==> config.mk <==
export PLATFORM = sky130hd
export DESIGN_NAME = window_streamer
export DESIGN_NICKNAME = d
export VERILOG_FILES = /design/src/rtl/window_streamer.sv
export SDC_FILE = /design/constraint.sdc
export NUM_CORES = 1
export LEC_CHECK = 0
export CAP_MARGIN = 10
export CORE_ASPECT_RATIO = 0.9
export CORE_MARGIN = 10
export CORE_UTILIZATION = 47
export DETAILED_ROUTE_END_ITERATION = 10
export PLACE_DENSITY = 0.77
export SLEW_MARGIN = 20
export SYNTH_ARGS = -nofsm -noshare
export SYNTH_HDL_FRONTEND = slang
export SYNTH_SLANG_ARGS = --single-unit
==> constraint.sdc <==
create_clock -name clk -period 2.11 [get_ports clk]
set_input_delay 0.3165 -clock clk [delete_from_list [all_inputs] [get_ports clk]]
set_output_delay 0.3165 -clock clk [all_outputs]
set_load 0.02 [all_outputs]
==> src/rtl/window_streamer.sv <==
// Captures one board line and streams its 6-cell windows over a valid/ready handshake.
// Optional macro WINDOW_SKIP_DEAD_EN drops windows holding both white and black stones.
module window_streamer #(
   parameter int LINE_MAX = 19
) (
   input  logic                clk,
   input  logic                rst,
   input  logic                line_valid,
   output logic                line_ready,
   input  logic [LINE_MAX-1:0] line_white,
   input  logic [LINE_MAX-1:0] line_black,
   input  logic [LINE_MAX-1:0] line_marks_w,
   input  logic [LINE_MAX-1:0] line_marks_b,
   input  logic [4:0]          line_len,
   output logic                win_valid,
   input  logic                win_ready,
   output logic [5:0]          window_white,
   output logic [5:0]          window_black,
   output logic [5:0]          marks_w,
   output logic [5:0]          marks_b,
   output logic [4:0]          win_pos,
   output logic                scan_done,
   output logic                len_err
);

   typedef enum logic [1:0] {IDLE, STREAM, FINISH} state_e;

   state_e              state_q, state_d;
   logic [4:0]          pos_q, pos_d;
   logic [4:0]          len_q;
   logic [LINE_MAX-1:0] white_q, black_q, mw_q, mb_q;
   logic                len_err_q, len_err_d;
   logic                capture;
   logic                len_ok;
   logic                last;
   logic                dead;

   assign len_ok = (line_len >= 5'd6) && ({27'd0, line_len} <= 32'(LINE_MAX));
   assign last   = (pos_q == (len_q - 5'd6));

   // Window cell k is captured cell pos+k; pos never exceeds LINE_MAX-6.
   always_comb begin
      window_white = 6'(white_q >> pos_q);
      window_black = 6'(black_q >> pos_q);
      marks_w      = 6'(mw_q >> pos_q);
      marks_b      = 6'(mb_q >> pos_q);
      win_pos      = pos_q;
   end

`ifdef WINDOW_SKIP_DEAD_EN
   assign dead = (|window_white) && (|window_black);
`else
   assign dead = 1'b0;
`endif

   always_ff @(posedge clk) begin
      if (rst) begin
         state_q   <= IDLE;
         pos_q     <= '0;
         len_q     <= '0;
         white_q   <= '0;
         black_q   <= '0;
         mw_q      <= '0;
         mb_q      <= '0;
         len_err_q <= 1'b0;
      end else begin
         state_q   <= state_d;
         pos_q     <= pos_d;
         len_err_q <= len_err_d;
         if (capture) begin
            len_q   <= line_len;
            white_q <= line_white;
            black_q <= line_black;
            mw_q    <= line_marks_w;
            mb_q    <= line_marks_b;
         end
      end
   end

   always_comb begin
      state_d   = state_q;
      pos_d     = pos_q;
      capture   = 1'b0;
      len_err_d = 1'b0;
      unique case (state_q)
         IDLE: begin
            if (line_valid) begin
               if (len_ok) begin
                  state_d = STREAM;
                  pos_d   = '0;
                  capture = 1'b1;
               end else begin
                  len_err_d = 1'b1;
               end
            end
         end
         STREAM: begin
            // A dead window advances exactly like an accepted one, just without a handshake.
            if ((win_valid && win_ready) || dead) begin
               if (last) state_d = FINISH;
               else      pos_d   = pos_q + 5'd1;
            end
         end
         FINISH:  state_d = IDLE;
         default: state_d = IDLE;
      endcase
   end

   always_comb begin
      line_ready = (state_q == IDLE);
      win_valid  = (state_q == STREAM) && !dead;
      scan_done  = (state_q == FINISH);
      len_err    = len_err_q;
   end

endmodule

Yosys cells after proc, flatten, opt, wreduce, memory -nomap -nowiden
Cells that the tools add are included.
W data, S select, Z words.
{"block": "word_totals", "word_cells": 47, "regBits": 89, "out_inout_bits": 33}
{"block": "classes", "reduce_logical": 7, "order_cmp": 2, "eq_ne": 8, "bitwise": 2, "addsub": 2, "mux": 14, "shift": 4}
{"cell": "$shr A19 B5 Y6", "count": 4}
{"cell": "$mux W5", "count": 4}
{"cell": "$pmux W5 S2", "count": 1}
{"cell": "$mux W2", "count": 4}
{"cell": "$ne A2 B1 Y1 const B", "count": 3}
{"cell": "$add A5 B1 Y5 const B", "count": 1}
{"cell": "$eq A5 B5 Y1", "count": 1}
{"cell": "$ge A5 B3 Y1 const B", "count": 1}
{"cell": "$le A5 B5 Y1 const B", "count": 1}
{"cell": "$reduce_and A5 Y1", "count": 1}
{"cell": "$sub A5 B3 Y5 const B", "count": 1}
{"cell": "$mux W1", "count": 4}
{"cell": "$ne A2 B2 Y1 const B", "count": 2}
{"cell": "$pmux W2 S2", "count": 1}
{"cell": "$reduce_and A4 Y1", "count": 1}
{"cell": "$reduce_or A3 Y1", "count": 1}
{"cell": "$eq A2 B1 Y1 const B", "count": 1}
{"cell": "$eq A2 B2 Y1 const B", "count": 1}
{"cell": "$logic_and A1 B1 Y1", "count": 2}
{"cell": "$logic_not A2 Y1", "count": 1}
{"cell": "$not A1 Y1", "count": 2}
{"cell": "$reduce_bool A2 Y1", "count": 1}

Longest topological paths before layout
{"block": "depth", "depth_word": 5, "depth_mapped": 8, "depth_no_buf": 6}

Least setup slack after synthesis
OpenSTA, ideal clock, no wires.
{"block": "synth_timing", "path_type": "reg-to-output", "startpoint": "register pos_q[1] (netlist: win_pos[1])", "endpoint": "output port window_white[3]", "arrival_ps": 2140, "stages_incl_launch_ff": 8, "n_path_buf": 3, "setup_slack_ps": -347, "path_cell_list": "dfxtp_1 > buf_2 > buf_2 > buf_2 > a211oi_1 > a211oi_1 > a211oi_1 > a211oi_1"}
{"block": "synth_via", "elab_chain_cells": 1}
{"item": "start: declaration", "line": "29", "source": "logic [4:0] pos_q, pos_d;"}
{"item": "start signal: assignment", "line": "68", "source": "pos_q <= pos_d;"}
{"item": "$shr A19 B5 Y6", "line": "43", "source": "window_white = 6'(white_q >> pos_q);"}
{"item": "end: declaration", "line": "17", "source": "output logic [5:0] window_white,"}
No other way between the ends.

Worst setup path after layout
{"block": "layout_timing", "startpoint": "register pos_q[0] (netlist: win_pos[0])", "endpoint": "output port window_black[4]"}
{"block": "layout_via", "elab_chain_cells": 1}
{"item": "$shr A19 B5 Y6", "line": "44", "source": "window_black = 6'(black_q >> pos_q);"}
{"item": "end: declaration", "line": "18", "source": "output logic [5:0] window_black,"}
No other way between the ends.

==> results.ini <==
[outcome]
status = complete, but fails checks
violations = negative setup slack

[power_and_ir_drop]
ir_drop_mv = 0.560
p_leak_nw = 3.26
total_power_mw = 4.52
p_per_area_nw_per_um2 = 515

[worst_setup_path]
cp-start-kind = flip-flop
path_class = flip-flop to output port
crit_arrival_ps = 2300
cp_max_fo = 7
required_ps = 1790
cp-end-kind = output port

[routing]
drc = 0
wl_per_cell_um = 18.7
drt-pass1-iter-count = 5
vias = 5868
totalWireLength_mm = 19.1
final_antenna_net_count = 0
drt-initial-drc-count = 478
avgViaCountPerCell = 5.75

[finish]
most-common-layout-cells = nand2_1, buf_4, clkdlybuf4s50_1
area_growth_syn_to_layout_pct = 51.9
layout_commonest_cell = nand2_1
nNetsFinal = 943
diodes = 0
drive_gt1_share_pct = 33.9
fin_area_um2 = 8780
n_fill_cell = 863

[synth]
syn_nets = 744
synth_cells = 657
synth-seq-area-share_pct = 30.8
syn_area_um2 = 5780
yosys_warnings = 0
ys_types = 48
synth_area_per_cell_um2 = 8.80
ys_ff_latch = 89

[global_routing]
grt.met1_usage_pct = 26.9
grt_pass1_vias = 6050
grt.busiest_layer = met2
antenna_found_initial = 0
grt_pass1_wl_mm = 30.7
gr-usage-met2_pct = 36.2
grt_usage_pct = 22.0
grt_max_degree = 48
grt_overflow_total = 0
use_met3_pct = 6.45

[placed_design]
hpwl_mm = 13.9
port-buffer-count = 117
routabilityCongestion = 0.892
placed_cell_area_um2 = 7970

[hold_path]
hp-class = flip-flop to flip-flop

[cts]
clock_sinks = 89
insertion_delay_ps = 360
cts_max_path_buffers = 2
htreeDepth = 3
cts_tree = done
cts-root-buf = clkbuf_16
clkTransAtPathRegs_ps = 60
numCtsBuffers = 9

[sta]
fin_skew_ps = 3.14
setup_slack_ps = -505
rsz0062_at_grt = yes
tightest_slew_ps = 566
max_slew_margin_pct = 62.3
hold_viol = 0
finalMaxSlewViolations = 0
max_freq_mhz = 382
post-route-period-util_pct = 124
setup_viol = 24
finalCriticalPeriod_ps = 2610

[floorplanning]
initial_utilization_pct = 48.1
die_x_um = 137
die_h_um = 125
die_area_um2 = 17100
core_um2 = 12000
ios = 118
placementRows = 38

[run]
cap_violations = 0

## critical path: stages, from the launching register on
cell and delay (ps):
dfxtp_4 400, buf_12 130, buf_12 130, mux4_2 520, mux4_2 490, nor2b_4 140
buf_6 130
## final timing paths
check | start | endpoint | slack (ps) | cells after the start
worst max-delay path | win_pos[0] | window_black[4] | -500 | 6
worst min-delay path | white_q[0] | white_q[0] | 460 | 2
worst max register to register | win_pos[3] | win_pos[4] | 120 | 7
worst min register to register | white_q[0] | white_q[0] | 460 | 2
## metal layers
layer | part of all wire, % | up-vias | wire, um
met5 | 0 | - | 0
met4 | 2.2 | 0 | 425
met3 | 6.8 | 44 | 1290
met2 | 50 | 221 | 9510
met1 | 41 | 2834 | 7850
li1 | - | 2769 | -
## sequential cells by signal (all words and copies together) (netlist names)
signal and count:
mb_q 19, state_q 2, black_q 19, len_q 5
len_err 1, win_pos 5, white_q 19, mw_q 19
## cell usage after synthesis (all sizes together)
cell | instances | area [um2]
o21ai | 12 | 60.1
and2 | 3 | 18.8
mux4 | 58 | 1310
a31o | 2 | 17.5
o22ai | 3 | 18.8
o211ai | 3 | 22.5
clkinv | 1 | 3.75
nor4bb | 1 | 10.0
a311oi | 2 | 17.5
clkbuf | 28 | 105
o211a | 1 | 10.0
nor2b | 12 | 75.1
or4 | 3 | 22.5
xor2 | 1 | 8.76
or3b | 1 | 8.76
nand3 | 5 | 25.0
buf | 30 | 174
nand2 | 201 | 754
xnor2 | 6 | 60.1
o31ai | 2 | 15.0
mux2 | 7 | 78.8
nand4b | 2 | 17.5
nand2b | 2 | 12.5
a221o | 1 | 10.0
a22oi | 1 | 7.51
mux2i | 34 | 340
ha | 2 | 25.0
a21boi | 3 | 22.5
nor3 | 8 | 40.0
o21a | 1 | 7.51
o32ai | 1 | 8.76
inv | 8 | 30.0
or2 | 1 | 6.26
a221oi | 4 | 35.0
a211oi | 12 | 90.1
nor2 | 10 | 37.5
dfxtp | 89 | 1780
a31oi | 3 | 18.8
o41a | 1 | 11.3
o311ai | 1 | 8.76
nor4b | 1 | 8.76
a21oi | 90 | 450
## logic make-up (layout without fill, tap and decap cells)
group	Yosys count	in the layout	synth area share [%]
AND/OR/NAND/NOR	250	250	17.9
AO/OA/AOI/OAI	143	143	14.4
multiplexers	99	99	29.8
flip-flops	89	89	30.8
buffers and inverters	67	271	5.41
XOR/XNOR	7	7	1.19
adder cells (fa/ha/maj)	2	2	0.433
## final cells by class
cell class	count	area, um2	share of cell area (%)
Multi-Input combinational cell	501	4000	45.6
Timing Repair Buffer	246	2450	27.9
Tap cell	160	200	2.28
Sequential cell	89	1790	20.4
Inverter	9	40.0	0.456
Clock inverter	5	55.1	0.627
Clock buffer	11	243	2.76
## power by group
group,internal (mW),switching (mW)
combinational,0.591,0.448
clock,0.945,0.675
sequential,1.77,0.0968
## what timing repair did
item / in CTS / in global routing
setup endpoints to repair: 24 / 28
hold buffers: 0 / 0
hold endpoints to repair: 0 / 0
setup buffers: 17 / 9
cloned: 3 / 0
resized for setup: 180 / 15
pin swaps: 28 / 17
## metrics by stage
| stage | TNS (ps) | setup WS, ps | util [%] | instances | hold WS, ps |
|---|---|---|---|---|---|
| after floorplan | -34.8 | -22.3 | - | 657 | 433 |
| after global placement | -11610 | -486 | 66.3 | 978 | 447 |
| after detailed placement | -13900 | -532 | 66.3 | 978 | 451 |
| after CTS | -9810 | -497 | 72.3 | 1014 | 435 |
| after global routing | -11170 | -559 | 73.0 | 1021 | 469 |
| final | -9530 | -505 | 73.0 | 1021 | 459 |
Power figures use the tool's default switching activity.
